## src/rtl/vram_fill_if.sv

```systemverilog
// Command channel into the pixel-RAM write engine: valid/ready handshake
// carrying a single-pixel or rectangle-fill request.
interface vram_fill_if;
    logic       cmd_valid;
    logic       cmd_ready;
    logic       cmd_op;
    logic [8:0] cmd_row0;
    logic [8:0] cmd_row1;
    logic [9:0] cmd_col0;
    logic [9:0] cmd_col1;
    logic [7:0] cmd_color;

    // Command source (CPU side)
    modport master (
        output cmd_valid, cmd_op, cmd_row0, cmd_row1, cmd_col0, cmd_col1, cmd_color,
        input  cmd_ready
    );

    // Command sink (write engine)
    modport slave (
        input  cmd_valid, cmd_op, cmd_row0, cmd_row1, cmd_col0, cmd_col1, cmd_color,
        output cmd_ready
    );
endinterface

```

## src/rtl/vram_fill.sv

```systemverilog
// Pixel-RAM write engine for the 640x480 frame buffer. Accepts single-pixel
// and rectangle-fill commands and emits one RRRGGGBB pixel per clock in
// raster order (column inner loop). All outputs except cmd_ready are
// registered; wr_row/wr_col double as the scan counters.
module vram_fill #(
    parameter int unsigned H_PIXELS = 640,
    parameter int unsigned V_LINES  = 480
) (
    input  logic         clk,
    input  logic         rst,
    vram_fill_if.slave   cmd,
    output logic         wr_en,
    output logic [8:0]   wr_row,
    output logic [9:0]   wr_col,
    output logic [7:0]   wr_data,
    output logic         busy,
    output logic         done,
    output logic         err
);

    typedef enum logic {
        IDLE  = 1'b0,
        WRITE = 1'b1
    } state_t;

    state_t state, state_n;

    // Latched rectangle bounds and colour for the command in progress
    logic [8:0] row0_q, row1_q, row0_n, row1_n;
    logic [9:0] col0_q, col1_q, col0_n, col1_n;
    logic [7:0] color_q, color_n;

    // Next values of the registered outputs
    logic       wr_en_n, busy_n, done_n, err_n;
    logic [8:0] wr_row_n;
    logic [9:0] wr_col_n;
    logic [7:0] wr_data_n;

    // Command decode helpers
    logic       xfer;
    logic       cmd_legal;
    logic       cmd_single;
    logic       last_pix;
    logic [8:0] adv_row;
    logic [9:0] adv_col;

    assign cmd.cmd_ready = (state == IDLE) && !rst;
    assign xfer          = cmd.cmd_valid && cmd.cmd_ready;

    // Legality check and single-pixel detection on the presented command
    always_comb begin
        cmd_legal  = ({1'b0, cmd.cmd_row0} < 10'(V_LINES)) &&
                     ({1'b0, cmd.cmd_col0} < 11'(H_PIXELS));
        cmd_single = 1'b1;
        if (cmd.cmd_op) begin
            cmd_legal  = cmd_legal &&
                         (cmd.cmd_row0 <= cmd.cmd_row1) &&
                         ({1'b0, cmd.cmd_row1} < 10'(V_LINES)) &&
                         (cmd.cmd_col0 <= cmd.cmd_col1) &&
                         ({1'b0, cmd.cmd_col1} < 11'(H_PIXELS));
            cmd_single = (cmd.cmd_row0 == cmd.cmd_row1) &&
                         (cmd.cmd_col0 == cmd.cmd_col1);
        end
    end

    // Raster advance: column is the inner loop, wrapping to col0 at col1
    always_comb begin
        last_pix = (wr_row == row1_q) && (wr_col == col1_q);
        if (wr_col == col1_q) begin
            adv_col = col0_q;
            adv_row = 9'(wr_row + 9'd1);
        end else begin
            adv_col = 10'(wr_col + 10'd1);
            adv_row = wr_row;
        end
    end

    // Next-state and next-output logic; outputs are registered one cycle later
    always_comb begin
        state_n   = state;
        row0_n    = row0_q;
        row1_n    = row1_q;
        col0_n    = col0_q;
        col1_n    = col1_q;
        color_n   = color_q;
        wr_en_n   = 1'b0;
        wr_row_n  = wr_row;
        wr_col_n  = wr_col;
        wr_data_n = wr_data;
        busy_n    = 1'b0;
        done_n    = 1'b0;
        err_n     = 1'b0;

        unique case (state)
            IDLE: begin
                if (xfer) begin
                    if (cmd_legal) begin
                        row0_n  = cmd.cmd_row0;
                        col0_n  = cmd.cmd_col0;
                        row1_n  = cmd.cmd_op ? cmd.cmd_row1 : cmd.cmd_row0;
                        col1_n  = cmd.cmd_op ? cmd.cmd_col1 : cmd.cmd_col0;
                        color_n = cmd.cmd_color;
                        // First pixel is issued straight from the command fields
                        // so it appears the cycle after transfer.
                        state_n   = WRITE;
                        wr_en_n   = 1'b1;
                        wr_row_n  = cmd.cmd_row0;
                        wr_col_n  = cmd.cmd_col0;
                        wr_data_n = cmd.cmd_color;
                        busy_n    = 1'b1;
                        done_n    = cmd_single;
                    end else begin
                        err_n = 1'b1;
                    end
                end
            end
            WRITE: begin
                if (last_pix) begin
                    state_n = IDLE;
                end else begin
                    wr_en_n   = 1'b1;
                    wr_row_n  = adv_row;
                    wr_col_n  = adv_col;
                    wr_data_n = color_q;
                    busy_n    = 1'b1;
                    // done is registered, so flag the pixel about to be emitted
                    done_n    = (adv_row == row1_q) && (adv_col == col1_q);
                end
            end
            default: state_n = IDLE;
        endcase
    end

    // State register
    always_ff @(posedge clk) begin
        if (rst) begin
            state <= IDLE;
        end else begin
            state <= state_n;
        end
    end

    // Registered outputs and latched command fields
    always_ff @(posedge clk) begin
        if (rst) begin
            wr_en   <= 1'b0;
            wr_row  <= '0;
            wr_col  <= '0;
            wr_data <= '0;
            busy    <= 1'b0;
            done    <= 1'b0;
            err     <= 1'b0;
            row0_q  <= '0;
            row1_q  <= '0;
            col0_q  <= '0;
            col1_q  <= '0;
            color_q <= '0;
        end else begin
            wr_en   <= wr_en_n;
            wr_row  <= wr_row_n;
            wr_col  <= wr_col_n;
            wr_data <= wr_data_n;
            busy    <= busy_n;
            done    <= done_n;
            err     <= err_n;
            row0_q  <= row0_n;
            row1_q  <= row1_n;
            col0_q  <= col0_n;
            col1_q  <= col1_n;
            color_q <= color_n;
        end
    end

endmodule
```

## src/flat_wrapper.sv

```systemverilog
// flat-port wrapper written by rule: the top's interface ports become plain ports
module vram_fill_flat 
#(
    parameter int unsigned H_PIXELS = 640,
    parameter int unsigned V_LINES  = 480
)
  (clk, rst, wr_en, wr_row, wr_col, wr_data, busy, done, err, cmd_cmd_valid, cmd_cmd_op, cmd_cmd_row0, cmd_cmd_row1, cmd_cmd_col0, cmd_cmd_col1, cmd_cmd_color, cmd_cmd_ready);
  vram_fill_if cmd_i ();
  input  logic clk;
  input  logic rst;
  output logic wr_en;
  output logic [8:0] wr_row;
  output logic [9:0] wr_col;
  output logic [7:0] wr_data;
  output logic busy;
  output logic done;
  output logic err;
  input wire logic [$bits(cmd_i.cmd_valid)-1:0] cmd_cmd_valid;
  input wire logic [$bits(cmd_i.cmd_op)-1:0] cmd_cmd_op;
  input wire logic [$bits(cmd_i.cmd_row0)-1:0] cmd_cmd_row0;
  input wire logic [$bits(cmd_i.cmd_row1)-1:0] cmd_cmd_row1;
  input wire logic [$bits(cmd_i.cmd_col0)-1:0] cmd_cmd_col0;
  input wire logic [$bits(cmd_i.cmd_col1)-1:0] cmd_cmd_col1;
  input wire logic [$bits(cmd_i.cmd_color)-1:0] cmd_cmd_color;
  output wire logic [$bits(cmd_i.cmd_ready)-1:0] cmd_cmd_ready;
  assign cmd_i.cmd_valid = cmd_cmd_valid;
  assign cmd_i.cmd_op = cmd_cmd_op;
  assign cmd_i.cmd_row0 = cmd_cmd_row0;
  assign cmd_i.cmd_row1 = cmd_cmd_row1;
  assign cmd_i.cmd_col0 = cmd_cmd_col0;
  assign cmd_i.cmd_col1 = cmd_cmd_col1;
  assign cmd_i.cmd_color = cmd_cmd_color;
  assign cmd_cmd_ready = cmd_i.cmd_ready;
  vram_fill #(.H_PIXELS(H_PIXELS), .V_LINES(V_LINES)) u_core (.clk(clk), .rst(rst), .cmd(cmd_i), .wr_en(wr_en), .wr_row(wr_row), .wr_col(wr_col), .wr_data(wr_data), .busy(busy), .done(done), .err(err));
endmodule
```

## config.mk

```make
export PLATFORM = sky130hd
export DESIGN_NAME = vram_fill_flat
export DESIGN_NICKNAME = d
export VERILOG_FILES = /design/src/rtl/vram_fill_if.sv /design/src/rtl/vram_fill.sv /design/src/flat_wrapper.sv
export SDC_FILE = /design/constraint.sdc
export NUM_CORES = 1
export LEC_CHECK = 0
export CORE_MARGIN = 3
export CORE_UTILIZATION = 55
export CTS_CLUSTER_SIZE = 16
export DETAILED_ROUTE_END_ITERATION = 10
export HOLD_SLACK_MARGIN = 0.05
export PLACE_DENSITY = 0.85
export SLEW_MARGIN = 15
export SYNTH_ARGS = -nofsm -noshare
export SYNTH_HDL_FRONTEND = slang
export SYNTH_SLANG_ARGS = --single-unit
```

## constraint.sdc

```tcl
create_clock -name clk -period 7.5 [get_ports clk]
set_input_delay 1.5 -clock clk [delete_from_list [all_inputs] [get_ports clk]]
set_output_delay 1.5 -clock clk [all_outputs]
set_load 0.03 [all_outputs]
```

==> results.sh <==
export IMPL_status="completed"
export IMPL_synth_nets=612
export IMPL_use_met2_pct=44.8
export IMPL_min_period_over_period_pct=64.6
export IMPL_synth_top_area_share_pct=30.4
export IMPL_stdcell_count=710
export IMPL_wire_per_inst_um=16.8
export IMPL_antenna_found_initial=0
export IMPL_drtAntennaViolNets=0
export IMPL_fin_ws_ns=2.65
export IMPL_slew_violations=0
export IMPL_fmax_mhz=206
export IMPL_viasPerCell=5.93
export IMPL_dr_pass1_iters=7
export IMPL_grt_busiest_layer="met2"
export IMPL_drv_cap=0
export IMPL_ys_types=49
export IMPL_relSlewSlack_pct=32.3
export IMPL_fin_tns_setup_ns=0
export IMPL_cts_buffers=9
export IMPL_dieHeight_um=95.6
export IMPL_numPortBuffers=81
export IMPL_rsz0062_at_grt="false"
export IMPL_crit_chain="clkdlybuf4s50_1 -> inv_1 -> ha_1 -> a21o_1 -> a21o_1 -> a221oi_1 -> o211ai_1 -> o31ai_4 -> buf_4 -> nand2b_1 -> buf_4 -> nor2_1 -> a211oi_1"
export IMPL_n_antenna_cell=0
export IMPL_dieArea_um2=9140
export IMPL_cts_tree="done"
export IMPL_drtIter0Drc=299
export IMPL_die_width_um=95.6
export IMPL_cts_max_level=3
export IMPL_clock_skew_ns=0.00690
export IMPL_worstSetupStartpointType="primary input"
export IMPL_clk_latency_ns=0.35
export IMPL_num_vias=4209
export IMPL_placementRows=32
export IMPL_wl_um=11900
export IMPL_cts_sinks=67
export IMPL_grt_overflow_total=0
export IMPL_grt_max_degree=74
export IMPL_synth_async_sr_flop_share_pct=0
export IMPL_clock_tree_buffer_depth=2
export IMPL_hold_viol_final=0
export IMPL_ys_seq_area_share_pct=30.4
export IMPL_path_delay_family="buffers and inverters"
export IMPL_setup_violations=0
export IMPL_grt_use_met1_pct=33.8
export IMPL_ys_warn_count=0
export IMPL_finalPower_uw=1060
export IMPL_drc_errors=0
export IMPL_fill_cells=627
export IMPL_yosys_area_top_type="dfxtp_1"
export IMPL_globalplace_congestion=0.895
export IMPL_grt_use_met3_pct=4.89
export IMPL_syn_inst=541
export IMPL_hold_buffers=0
export IMPL_synth_main_ff_cell="dfxtp_1"
export IMPL_synth_seq_cells=67
export IMPL_slowest_stage="buf_4"
export IMPL_worstSetupPathType="in2reg"
export IMPL_grt_usage_pct=27.0
export IMPL_hold_path_class="reg2reg"
export IMPL_yosys_top_cells_area="dfxtp_1, mux2i_1, nor2_1, a211oi_1, ha_1"
export IMPL_initial_utilization_pct=56.8
export IMPL_post_place_cells=694
export IMPL_crit_fanout=59
export IMPL_path_buf_inv=4
export IMPL_worst_endpoint_required_ns=7.75
export IMPL_root_buffer="clkbuf_8"
export IMPL_ioPinCount=82
export IMPL_area_delta_synth_final_pct=22.9
export IMPL_cts_resized=0
export IMPL_grt_pass1_vias=4048
export IMPL_synth_area_um2=4410
export IMPL_synth_edf_count=0
export IMPL_power_density_cell_area_nw_per_um2=196
export IMPL_period_needed_ns=4.85
export IMPL_cp_arrival_ns=5.09
export IMPL_drive_above_1_share_pct=5.26
export IMPL_p_leak_uw=0.00211
export IMPL_syn_avg_cell_area_um2=8.16
export IMPL_ir_drop_mv=0.150
export IMPL_hpwl_um=8490
export IMPL_max_stage_delay_ns=0.62
export IMPL_crit_path_end_kind="register"
export IMPL_core_um2=7770
export IMPL_worstMarginPinSlew_ns=1.01
export IMPL_cts_setup_buffers=0
export IMPL_path_clk_slew_ns=0.07
export IMPL_grt_pass1_wl_um=19200
export IMPL_dp_slack_ns=2.33
export IMPL_final_nets=674
-- layout by cell type, fill, tap and decap left out, drive strengths merged, types with 2 or more instances in the layout --
master | synthesis | routed
o31ai | 6 | 6
inv | 32 | 32
a211o | 2 | 2
and4 | 2 | 2
a221oi | 2 | 2
and3 | 6 | 6
nand2 | 40 | 40
a211oi | 36 | 36
nor4 | 3 | 3
mux2i | 52 | 52
clkbuf | 18 | 12
dfxtp | 67 | 67
nor3 | 10 | 10
xor2 | 15 | 15
a21oi | 20 | 20
o21a | 4 | 4
buf | 18 | 7
a31oi | 4 | 4
nand3 | 11 | 11
o211ai | 3 | 3
ha | 21 | 21
o21ai | 18 | 18
o32ai | 4 | 4
nor2 | 74 | 74
or3 | 2 | 2
a21o | 3 | 3
nor2b | 4 | 4
clkdlybuf4s50 | 0 | 80
or2 | 3 | 3
xnor2 | 30 | 30
nand2b | 5 | 5
nand4 | 10 | 10
a2111oi | 2 | 2
a22oi | 3 | 3
clkinvlp | 0 | 2
-- Yosys cell counts, types with 10 or more instances --
library cell,count
a211oi_1,36
a21oi_1,20
buf_2,13
clkbuf_1,18
dfxtp_1,67
ha_1,21
inv_1,32
mux2i_1,52
nand2_1,40
nand3_1,11
nand4_1,10
nor2_1,74
o21ai_0,18
xnor2_1,30
xor2_1,15
-- worst paths after layout --
kind / start / to / slack [ns] / depth (start not counted)
worst max-delay path: cmd_cmd_row1[6] / u_core.wr_data[0]$_SDFFE_PP0P_ / 2.65 / 13
worst min-delay path: u_core.color_q[4]$_SDFFE_PP0P_ / u_core.color_q[4]$_SDFFE_PP0P_ / 0.50 / 2
worst max register to register: u_core.state$_SDFF_PP0_ / u_core.wr_row[2]$_SDFFE_PP0P_ / 4.48 / 10
worst min register to register: u_core.color_q[4]$_SDFFE_PP0P_ / u_core.color_q[4]$_SDFFE_PP0P_ / 0.50 / 2
-- worst reg2reg max path, delay by kind of cell, from the launching register on --
family | cells | cell delay, ns
and+or+nand+nor | 5 | 1.39
DFF | 1 | 0.35
AOI/OAI and AO/OA | 3 | 0.49
buffers and inverters | 2 | 0.74
-- stage by stage --
step                hold WS [ns]  instance area [um^2]  utilization [%]
floorplan                  0.460                  4410                -
global placement           0.473                  5230             67.3
detailed placement         0.485                  5230             67.3
CTS                        0.503                  5420             69.8
global route               0.525                  5420             69.8
finish                     0.501                  5420             69.8
-- registers in the layout (all words and copies together), names as in the netlist --
name	cells
u_core.done	1
u_core.row1_q	9
u_core.state	1
u_core.col1_q	10
u_core.color_q	8
u_core.col0_q	10
u_core.err	1
u_core.wr_col	10
u_core.wr_data	8
u_core.wr_row	9
-- per-layer routing --
| layer | part of all wire, % | vias up |
|---|---|---|
| met4 | 2.5 | 0 |
| met1 | 42 | 1986 |
| met2 | 49 | 161 |
| met5 | 0 | - |
| li1 | - | 2037 |
| met3 | 6.4 | 25 |
-- power breakdown --
part	internal, uW	switching [uW]	leakage [uW]
sequential	383	35.8	0.000546
combinational	148	196	0.00147
clock	162	140	0.0000926
-- cell families (layout without fill, tap and decap cells) --
family | count (synthesis) | in the layout | share of synthesized area, %
and+or+nand+nor | 174 | 174 | 18.3
buffers and inverters | 68 | 135 | 6.75
muxes | 53 | 53 | 12.0
xor gates and xnor gates | 45 | 45 | 8.93
DFF | 67 | 67 | 30.4
AOI/OAI and AO/OA | 113 | 113 | 17.7
adders and majority gates | 21 | 21 | 5.95
-- final cells by class --
type | count | area (um^2) | share of cell area [%]
clock buffers | 12 | 145 | 2.68
repair buffers | 87 | 851 | 15.7
well taps | 102 | 128 | 2.35
clock inverters | 4 | 50.0 | 0.923
inverters | 32 | 120 | 2.21
multi-input cells | 406 | 2790 | 51.4
flip-flops and latches | 67 | 1340 | 24.7
No activity file was read; power rests on OpenSTA's default activity.
